**src/rtl/sisc_fetch.sv**
```systemverilog
// SISC fetch stage: PC, imem req/ack handshake, IR, branch redirect and halt.
// IR valid one cycle after imem_ack; no new fetch until ir_ack retires the IR.
module sisc_fetch #(
  parameter int                     PC_WIDTH = 16,
  parameter logic [PC_WIDTH-1:0]    RESET_PC = '0
) (
  input  logic                clk,
  input  logic                rst_f,
  output logic                imem_req,
  output logic [PC_WIDTH-1:0] imem_addr,
  input  logic [31:0]         imem_rdata,
  input  logic                imem_ack,
  output logic [31:0]         instruction,
  output logic                ir_valid,
  output logic [PC_WIDTH-1:0] pc_out,
  input  logic                ir_ack,
  input  logic                pc_sel,
  input  logic                br_rel,
  input  logic [PC_WIDTH-1:0] br_addr,
  input  logic                halt
);

  typedef enum logic [1:0] {
    IDLE   = 2'd0,
    FETCH  = 2'd1,
    FULL   = 2'd2,
    HALTED = 2'd3
  } state_t;

  state_t              state_q, state_d;
  logic [PC_WIDTH-1:0] pc_q, pc_d;
  logic [PC_WIDTH-1:0] pc_out_q, pc_out_d;
  logic [31:0]         ir_q, ir_d;
  logic                ir_valid_q, ir_valid_d;

  always_ff @(posedge clk or negedge rst_f) begin
    if (!rst_f) begin
      state_q    <= IDLE;
      pc_q       <= RESET_PC;
      pc_out_q   <= '0;
      ir_q       <= '0;
      ir_valid_q <= 1'b0;
    end else begin
      state_q    <= state_d;
      pc_q       <= pc_d;
      pc_out_q   <= pc_out_d;
      ir_q       <= ir_d;
      ir_valid_q <= ir_valid_d;
    end
  end

  always_comb begin
    state_d    = state_q;
    pc_d       = pc_q;
    pc_out_d   = pc_out_q;
    ir_d       = ir_q;
    ir_valid_d = ir_valid_q;
    case (state_q)
      IDLE: state_d = FETCH;
      FETCH: begin
        if (imem_ack) begin
          ir_d       = imem_rdata;
          pc_out_d   = pc_q;
          pc_d       = pc_q + PC_WIDTH'(1);
          ir_valid_d = 1'b1;
          state_d    = FULL;
        end
      end
      FULL: begin
        // pc_q already points past the IR word, so relative targets are pc_out+1+offset
        if (ir_ack && ir_valid_q) begin
          ir_valid_d = 1'b0;
          if (halt) begin
            state_d = HALTED;
          end else begin
            state_d = FETCH;
            if (pc_sel) begin
              pc_d = br_rel ? (pc_q + br_addr) : br_addr;
            end
          end
        end
      end
      HALTED: ir_valid_d = 1'b0;
      default: state_d = IDLE;
    endcase
  end

  assign imem_req    = (state_q == FETCH);
  assign imem_addr   = pc_q;
  assign instruction = ir_q;
  assign ir_valid    = ir_valid_q;
  assign pc_out      = pc_out_q;

endmodule

```
**config.mk**
```make
export PLATFORM = sky130hd
export DESIGN_NAME = sisc_fetch
export DESIGN_NICKNAME = d
export VERILOG_FILES = /design/src/rtl/sisc_fetch.sv
export SDC_FILE = /design/constraint.sdc
export NUM_CORES = 1
export LEC_CHECK = 0
export ABC_AREA = 1
export BUFFER_PORTS_ARGS = -buffer_cell sky130_fd_sc_hd__buf_2
export CORE_ASPECT_RATIO = 1.5
export CORE_MARGIN = 2
export CORE_UTILIZATION = 45
export DETAILED_ROUTE_END_ITERATION = 7
export MAX_ROUTING_LAYER = met4
export PLACE_DENSITY_LB_ADDON = 0.12
export SLEW_MARGIN = 10
export SYNTH_ARGS = -nofsm -noshare
export SYNTH_HDL_FRONTEND = slang
export SYNTH_SLANG_ARGS = --single-unit
export TNS_END_PERCENT = 30
```
**constraint.sdc**
```tcl
create_clock -name clk -period 1.9 [get_ports clk]
set_clock_uncertainty 0.2 [all_clocks]
set_input_delay 0.19 -clock clk [delete_from_list [all_inputs] [get_ports clk]]
set_output_delay 0.19 -clock clk [all_outputs]
set_load 0.01 [all_outputs]
```
==> reports/metrics.yaml <==
placement:
  place_hpwl_um: 8248
  gp_congestion: 0.9008
  io_buffers: 120
  detailed_place.area_sq_mm: 0.005167
floorplan:
  die_height_um: 121.6
  core_sq_mm: 0.008881
  dieWidth_um: 82.43
  io_pins: 121
  rows: 42
  dieArea_sq_mm: 0.01003
  start_util: 0.4675
worst_setup_path:
  critPathArrivalTime_ns: 2.02
  crit_path_end_kind: "flop"
  crit_family: "simple AND/OR/NAND/NOR gates"
  critPathKind: "reg -> reg"
  cpMostUsedCell: "nand2_1"
  worst-r2r-cell-count: 12
  crit_path_top_delay_cell: "dfrtp_2"
  critPathBufInv: 0
  critPathMaxFanout: 3
  path_cells: "ha_4 > fa_2 > nand2_2 > nand2_2 > nand3b_1 > nand2_2 > nand2_1 > nand3_1 > o211ai_1 > nand2_1 > nand2_1 > nand2_1"
  required_ns: 1.92
  start_kind: "flop"
  slowest_delay_ns: 0.42
  critPathLaunch: "imem_addr[0]"
  r2r_start: "imem_addr[0]"
  cp.depth: 12
pwr:
  clkPwrFrac: 0.162
  power.switching_w: 0.004113
  powerDensity_mw_per_mm2: 1646
  switching_share: 0.4134
  p_comb_frac: 0.577
  p_int_w: 0.005836
  ir_worst_vdd_uv: 1033
  power_frac_seq: 0.262
  leakage_nw: 3.096
timing:
  slew_headroom: 0.7630
  drv_slew: 0
  setup_viol: 7
  fmax_mhz: 499.8
  fin_setup_tns_ns: -0.3548
  period_share: 1.053
  final-hold-violation-count: 0
  tightest_slew_ns: 0.3555
  period_needed_ns: 2.001
  hold_slack_ns: 0.03753
  rsz0062_at_grt: "yes"
  fin_ws_ns: -0.1009
logic_synthesis:
  async_flop_share: 1.000
  syn_nets: 605
  synth_area_per_cell_sq_um: 7.878
  synth_cell_types: 35
  ys_seq_area_frac: 0.4039
  synth_ff_type: "dfrtp_1"
  ys_ff_latch: 67
  syn_area_sq_mm: 0.004151
  synthCells: 527
  synth-edff-count: 0
  yosys_warnings: 0
clock_network:
  root_buffer: "clkbuf_16"
  htreeDepth: 3
  cts_max_path_buffers: 2
  cts_tree: "built"
  cts_buffers: 9
  clock_latency_ns: 0.33
  path_clk_slew_ns: 0.06
  clock-sinks: 67
routing:
  wire_per_inst_um: 13.75
  antenna_left: 0
  drc_errors: 0
  first_pass_iters: 4
  drt_iter0_drc: 161
  vias: 4108
  viasPerCell: 4.938
  drt-total-wl_um: 11440
global_routing:
  grt_pass1_vias: 3960
  antenna_found_initial: 0
  grt_remaining_overflow: 0
  grt_max_degree: 68
  track_usage: 0.2365
  grt_pass1_wl_um: 17770
finish:
  fin_util: 0.6805
  drive_above_1_share: 0.3712
  area_delta_synth_final_pct: 45.57
  n_fill_cell: 722
  layout.nets: 796
  final_area_sq_mm: 0.006043
  antennaDiodeCount: 0
hold_path:
  hold_path.class: "in -> reg"
  min_path_cells: 5
  min_from: "br_addr[13]"
outcome:
  status: "finished with violations"
  violations: "setup timing"
run:
  drv_cap: 0
==> logic make-up (layout without fill, tap and decap cells) <==
logic type / Yosys count / count (layout) / synth area share
compound gates: 68 / 68 / 0.08559
flops: 67 / 67 / 0.4039
mux: 34 / 34 / 0.09222
xor+xnor: 10 / 10 / 0.02110
fa+ha+maj: 23 / 23 / 0.07113
buf+inv: 80 / 275 / 0.07956
simple gates: 245 / 245 / 0.2465
==> cells in the final DEF, fill, tap and decap left out, types with 12 or more instances in the layout <==
cell type	count
ha_4	12
dfrtp_1	64
a21oi_1	27
nor2_1	49
nand3_1	28
dlygate4sd3_1	33
nand2_2	16
mux2_2	34
inv_1	59
nand2_1	125
buf_4	37
o21ai_0	25
buf_2	120
==> cells in the mapped netlist (all sizes together), types with 3 or more instances <==
| cell | instances | share of area |
|---|---|---|
| nand2 | 141 | 0.13 |
| dfrtp | 67 | 0.40 |
| inv | 64 | 0.058 |
| nor2 | 53 | 0.050 |
| mux2 | 34 | 0.092 |
| nand3 | 34 | 0.043 |
| a21oi | 32 | 0.039 |
| o21ai | 29 | 0.035 |
| ha | 22 | 0.066 |
| buf | 11 | 0.017 |
| nor3 | 7 | 0.0096 |
| xor2 | 6 | 0.013 |
| clkbuf | 4 | 0.0036 |
| or2 | 4 | 0.0060 |
| xnor2 | 4 | 0.0084 |
| nand4 | 3 | 0.0045 |
==> state kept, by name, indices dropped and copies added (netlist names) <==
| register | count |
|---|---|
| imem_addr | 16 |
| ir_valid | 1 |
| state_q | 2 |
| pc_out | 16 |
| instruction | 32 |
==> worst paths after layout <==
| check | to | slack, ns |
|---|---|---|
| min in group asynchronous | instruction[28] | 0.20 |
| max reg2reg | imem_addr[6] | -0.10 |
| max in group asynchronous | imem_addr[5] | 0.99 |
| max | imem_addr[6] | -0.10 |
| min reg2reg | pc_out[14] | 0.28 |
| min | imem_addr[13] | 0.04 |
==> metrics by stage <==
step                      total power [W]  setup slack (ns)  instances
after floorplan                  0.005852          -0.01987        527
after global placement           0.007752          -0.06209        781
after detailed placement         0.007884           -0.1243        781
after CTS                        0.009667          -0.07522        830
after global routing              0.01078           -0.2201        832
final                            0.009949           -0.1009        832
==> layout make-up <==
class	instances	area, sq um	area share
inverters	65	246.5	0.04079
well taps	110	137.6	0.02277
multi-input cells	380	2391	0.3957
clock buffers	13	250.2	0.04141
flip-flops and latches	67	1680	0.2781
clock inverters	2	37.54	0.006211
repair buffers	195	1300	0.2151
==> routing by layer <==
metal	global-route usage	wire, um	part of all wire	up-vias
met2	0.3997	5861	0.51	129
li1	-	-	-	2087
met3	0.03556	678	0.059	19
met4	0.1063	291	0.025	0
met5	-	0	0	-
met1	0.2713	4613	0.40	1873
==> worst reg2reg max path, stage by stage (launching register included) <==
cell	delay [ns]
dfrtp_2	0.42
ha_4	0.16
fa_2	0.34
nand2_2	0.08
nand2_2	0.06
nand3b_1	0.12
nand2_2	0.09
nand2_1	0.08
nand3_1	0.06
o211ai_1	0.11
nand2_1	0.07
nand2_1	0.05
nand2_1	0.05
==> power groups by stage <==
stage	clock network [W]	logic, W	registers (W)
floorplan	0	0.00287	0.00298
global placement	0	0.00524	0.00252
detailed placement	0	0.00532	0.00256
CTS	0.00164	0.00548	0.00255
global route	0.00169	0.00640	0.00270
finish	0.00161	0.00574	0.00261
==> what timing repair did <==
item                       in CTS  in global routing
gates resized for setup        13                 33
pin swaps                       3                  8
setup buffers                   1                  2
cloned                          0                  0
setup endpoints to repair      12                 17
hold endpoints to repair       99                  0
hold buffers                   33                  0
Note: power is estimated with default switching activity, not from simulation.
